==> src/rtl/mul_booth_iter.sv <==
// ============================================================================
// Module   : mul_booth_iter
// Brief    : Iterative radix-4 Booth multiplier, 32x32 -> 64, 18 EX cycles.
// Revision : 1.0 - initial release
// ============================================================================
`default_nettype none

module mul_booth_iter (
    input  logic        clk_mul,
    input  logic        rst,
    input  logic        WB_flush_csr,
    input  logic        mul_en,
    input  logic [31:0] mul_x,
    input  logic [31:0] mul_y,
    input  logic        mul_signed,
    output logic        stall_mul,
    output logic [31:0] MEM_mul_lo,
    output logic [31:0] MEM_mul_hi
);

    // Operands are loaded on the edge that leaves DONE, so EX cycle 0 is the
    // DONE&mul_en cycle and Booth steps 0..16 run in CALC during cycles 1..17.
    typedef enum logic [1:0] {
        DONE = 2'd0,
        CALC = 2'd1
    } state_t;

    state_t      state_q, state_d;
    logic [4:0]  step_q,  step_d;
    logic [67:0] m_q,     m_d;
    logic [34:0] b_q,     b_d;
    logic [67:0] acc_q,   acc_d;
    logic [63:0] prod_q,  prod_d;

    logic [33:0] w_ext_x;
    logic [33:0] w_ext_y;
    logic [67:0] w_term;
    logic [67:0] w_acc_sum;

    assign w_ext_x = {{2{mul_signed & mul_x[31]}}, mul_x};
    assign w_ext_y = {{2{mul_signed & mul_y[31]}}, mul_y};

    // m_q holds A << 2k and b_q[2:0] holds the current triplet B[2k+1:2k-1].
    always_comb begin
        w_term = '0;
        case (b_q[2:0])
            3'b001, 3'b010: w_term = m_q;
            3'b011:         w_term = m_q << 1;
            3'b100:         w_term = -(m_q << 1);
            3'b101, 3'b110: w_term = -m_q;
            default:        w_term = '0;
        endcase
    end

    assign w_acc_sum = acc_q + w_term;

    always_comb begin
        state_d = state_q;
        step_d  = step_q;
        m_d     = m_q;
        b_d     = b_q;
        acc_d   = acc_q;
        prod_d  = prod_q;
        unique case (state_q)
            DONE: begin
                if (mul_en) begin
                    m_d     = {{34{w_ext_x[33]}}, w_ext_x};
                    b_d     = {w_ext_y, 1'b0};
                    acc_d   = '0;
                    step_d  = '0;
                    state_d = CALC;
                end
            end
            CALC: begin
                acc_d  = w_acc_sum;
                m_d    = m_q << 2;
                b_d    = {2'b00, b_q[34:2]};
                step_d = step_q + 5'd1;
                if (step_q == 5'd16) begin
                    state_d = DONE;
                    prod_d  = w_acc_sum[63:0];
                end
            end
            default: state_d = DONE;
        endcase
        if (WB_flush_csr) begin
            state_d = DONE;
            prod_d  = '0;
        end
    end

    always_ff @(posedge clk_mul or posedge rst) begin
        if (rst) begin
            state_q <= DONE;
            step_q  <= '0;
            m_q     <= '0;
            b_q     <= '0;
            acc_q   <= '0;
            prod_q  <= '0;
        end else begin
            state_q <= state_d;
            step_q  <= step_d;
            m_q     <= m_d;
            b_q     <= b_d;
            acc_q   <= acc_d;
            prod_q  <= prod_d;
        end
    end

    // Released in the last step so the instruction reaches MEM with the result.
    assign stall_mul  = mul_en & ~rst & ~((state_q == CALC) && (step_q == 5'd16));
    assign MEM_mul_lo = prod_q[31:0];
    assign MEM_mul_hi = prod_q[63:32];

endmodule

`default_nettype wire
==> config.mk <==
export PLATFORM = sky130hd
export DESIGN_NAME = mul_booth_iter
export DESIGN_NICKNAME = d
export VERILOG_FILES = /design/src/rtl/mul_booth_iter.sv
export SDC_FILE = /design/constraint.sdc
export NUM_CORES = 1
export LEC_CHECK = 0
export BUFFER_PORTS_ARGS = -buffer_cell sky130_fd_sc_hd__buf_4
export CORE_MARGIN = 2
export CORE_UTILIZATION = 40
export CTS_BUF_LIST = sky130_fd_sc_hd__clkbuf_16
export DETAILED_ROUTE_END_ITERATION = 7
export PLACE_DENSITY_LB_ADDON = 0.15
export SLEW_MARGIN = 20
export SYNTH_ARGS = -nofsm -noshare
export SYNTH_HDL_FRONTEND = slang
export SYNTH_SLANG_ARGS = --single-unit
==> constraint.sdc <==
create_clock -name clk_mul -period 20.7 [get_ports clk_mul]
set_input_delay 4.14 -clock clk_mul [delete_from_list [all_inputs] [get_ports clk_mul]]
set_output_delay 4.14 -clock clk_mul [all_outputs]
set_load 0.005 [all_outputs]
==> results_dict.tcl <==
set metrics [dict create \
    status "complete, no violations" \
    cts-root-buf "clkbuf_16" \
    clkSinkCount 232 \
    worst_pin_slew_ns 0.996 \
    required_ns 16.56 \
    grt_max_degree 95 \
    finalClockSkew_ns 0.0109 \
    min_path_type "reg2reg" \
    synth-seq-cells 232 \
    layout.nets 2290 \
    fin_crit_ns 9.33 \
    overflow 0 \
    end_kind "output port" \
    synth_warnings 0 \
    grt_pass1_wl_um 87800 \
    synth_top_area_cell "dfrtp_1" \
    cp-start-kind "input pin" \
    postCtsSetupBuffers 0 \
    synth_common_cells "395 x nand2_1, 232 x dfrtp_1, 227 x o21ai_0" \
    syn_inst 2149 \
    syn_avg_cell_area_um2 7.95 \
    maxCapViolations 0 \
    p_leak_nw 8.36 \
    place.port_buffers 133 \
    dpl_worst_slack_ns 11.35 \
    drtIter0Drc 1344 \
    slew_headroom 0.333 \
    reg2reg_slack_ns 13.88 \
    ys_types 81 \
    row_count 75 \
    yosysMostFrequentCell "nand2_1" \
    yosysSeqAreaShare 0.340 \
    crit_fanout 73 \
    synth_area_mm2 0.0171 \
    first_global_vias 15396 \
    slew_viol_final 0 \
    worstSetupPathType "in2out" \
    n_antenna_cell 0 \
    wire_per_inst_um 20.6 \
    ctsLongestPathBuffers 3 \
    drc 0 \
    synth-main-ff-cell "dfrtp_1" \
    cts_resized 0 \
    fin_util 0.455 \
    fillers 4209 \
    synth_top_area_frac 0.340 \
    synth_edf_count 0 \
    start_util 0.407 \
    setup_viol 0 \
    die_h_um 211 \
    final.setup.tns_ns 0 \
    firstDrtPassIters 6 \
    peakVddDrop_mv 0.0785 \
    p_per_area_mw_per_mm2 112 \
    rsz0062_at_grt "false" \
    avgViaCountPerCell 6.02 \
    cts-hold-fix-buffers 0 \
    core_area_mm2 0.0420 \
    finalWirelength_um 55800 \
    cts-buffers-inserted 29 \
    io_pins 134 \
    hpwl_um 39200 \
    gp_congestion 0.950 \
    syn-num-nets 2285 \
    worstSkewPairLatency_ns 0.57 \
    antenna_found_initial 0 \
    fin_ws_ns 11.37 \
    postRouteAntennaNets 0 \
    grtUsageTotal 0.247 \
    async_reset_ff_frac 1.00 \
    cts_tree "done" \
    hold_violations 0 \
    dieWidth_um 211 \
    h-tree-depth 1 \
    path_clk_slew_ns 0.06 \
    synthTopCellsByArea "dfrtp_1 34%, nand2_1 8.7%, o21ai_0 6.6%, ha_1 4.8%, a21oi_1 4.4%" \
    drive_gt1_frac 0.112 \
    fmax_mhz 107 \
    route.vias.total 16348 \
    syn_to_final_growth_pct 11.8 \
    arrival_ns 5.19 \
    finalCritPeriodShare 0.451 \
    die-area_mm2 0.0444 \
]
## layer usage
layer	wire, um	track usage	vias up
li1	-	-	7777
met1	24400	0.337	7901
met3	3590	0.0312	110
met4	2260	0.0945	0
met2	25600	0.402	560
met5	0	0	-
## critical path, cell delays in order
cell,delay [ns]
buf_4,0.13
inv_8,0.34
and3_1,0.34
buf_4,0.14
## sequential cells by signal, summed over array words and instances, names as in the netlist
| register | cells |
|---|---|
| acc_q | 64 |
| b_q | 34 |
| m_q | 64 |
| prod_q | 64 |
| state_q | 1 |
| step_q | 5 |
## through the flow
step	cell area (um^2)	hold slack [ns]	cells	power, W
2_1_floorplan	17100	0.452	2149	0.00136
3_3_place_gp	18300	0.467	2662	0.00165
3_5_place_dp	18300	0.468	2662	0.00166
4_1_cts	19100	0.489	2715	0.00215
5_1_grt	19100	0.510	2715	0.00229
6_report	19100	0.485	2715	0.00214
## final cells by class
cell class                      count  area (um^2)  share of cell area
Tap cell                          539          674              0.0353
Sequential cell                   232         5810               0.304
Timing Repair Buffer              156         1170              0.0613
Inverter                           54          210              0.0110
Multi-Input combinational cell   1681        10400               0.543
Clock buffer                       29          726              0.0380
Clock inverter                     24          139             0.00726
## kinds of logic (layout without fill, tap and decap cells)
family,after synthesis,in the layout,synth area share
multiplexers,67,67,0.0392
flip-flops,232,232,0.340
AND/OR/NAND/NOR,758,758,0.209
buffers and inverters,236,263,0.0537
adder cells (fa/ha/maj),67,67,0.0495
XOR/XNOR,123,123,0.0630
AO/OA/AOI/OAI,666,666,0.246
## power by group
group,switching (W),total [W],internal [W]
clock,0.000211,0.000476,0.000265
sequential,0.0000802,0.000611,0.000531
combinational,0.000687,0.00106,0.000370
## path summary, 6_finish.rpt
check / startpoint / endpoint / cells after the start
worst min-delay path: b_q[5] / b_q[3] / 2
min in group asynchronous: rst / b_q[25] / 2
worst min register to register: b_q[5] / b_q[3] / 2
worst max register to register: b_q[2] / prod_q[58] / 17
worst max-delay path: rst / stall_mul / 4
max in group asynchronous: rst / state_q[0] / 3
## placed cells by master, fill, tap and decap left out, types with 14 or more instances in the layout
cell type | Yosys | final
a21o_1 | 32 | 32
a21oi_1 | 149 | 149
a22o_1 | 19 | 19
a22oi_1 | 41 | 41
a31oi_1 | 18 | 18
and3_1 | 17 | 17
buf_4 | 1 | 156
clkbuf_16 | 0 | 29
dfrtp_1 | 232 | 230
ha_1 | 66 | 66
inv_1 | 52 | 52
mux2i_1 | 67 | 67
nand2_1 | 395 | 394
nand3_1 | 64 | 64
nand4_1 | 33 | 33
nor2_1 | 94 | 93
nor3_1 | 38 | 38
o211ai_1 | 14 | 14
o21ai_0 | 227 | 227
o221ai_1 | 18 | 18
o311ai_0 | 31 | 31
o31ai_1 | 16 | 16
or3_1 | 24 | 24
xnor2_1 | 73 | 72
xor2_1 | 50 | 50
No activity file was read; power rests on OpenSTA's default activity.
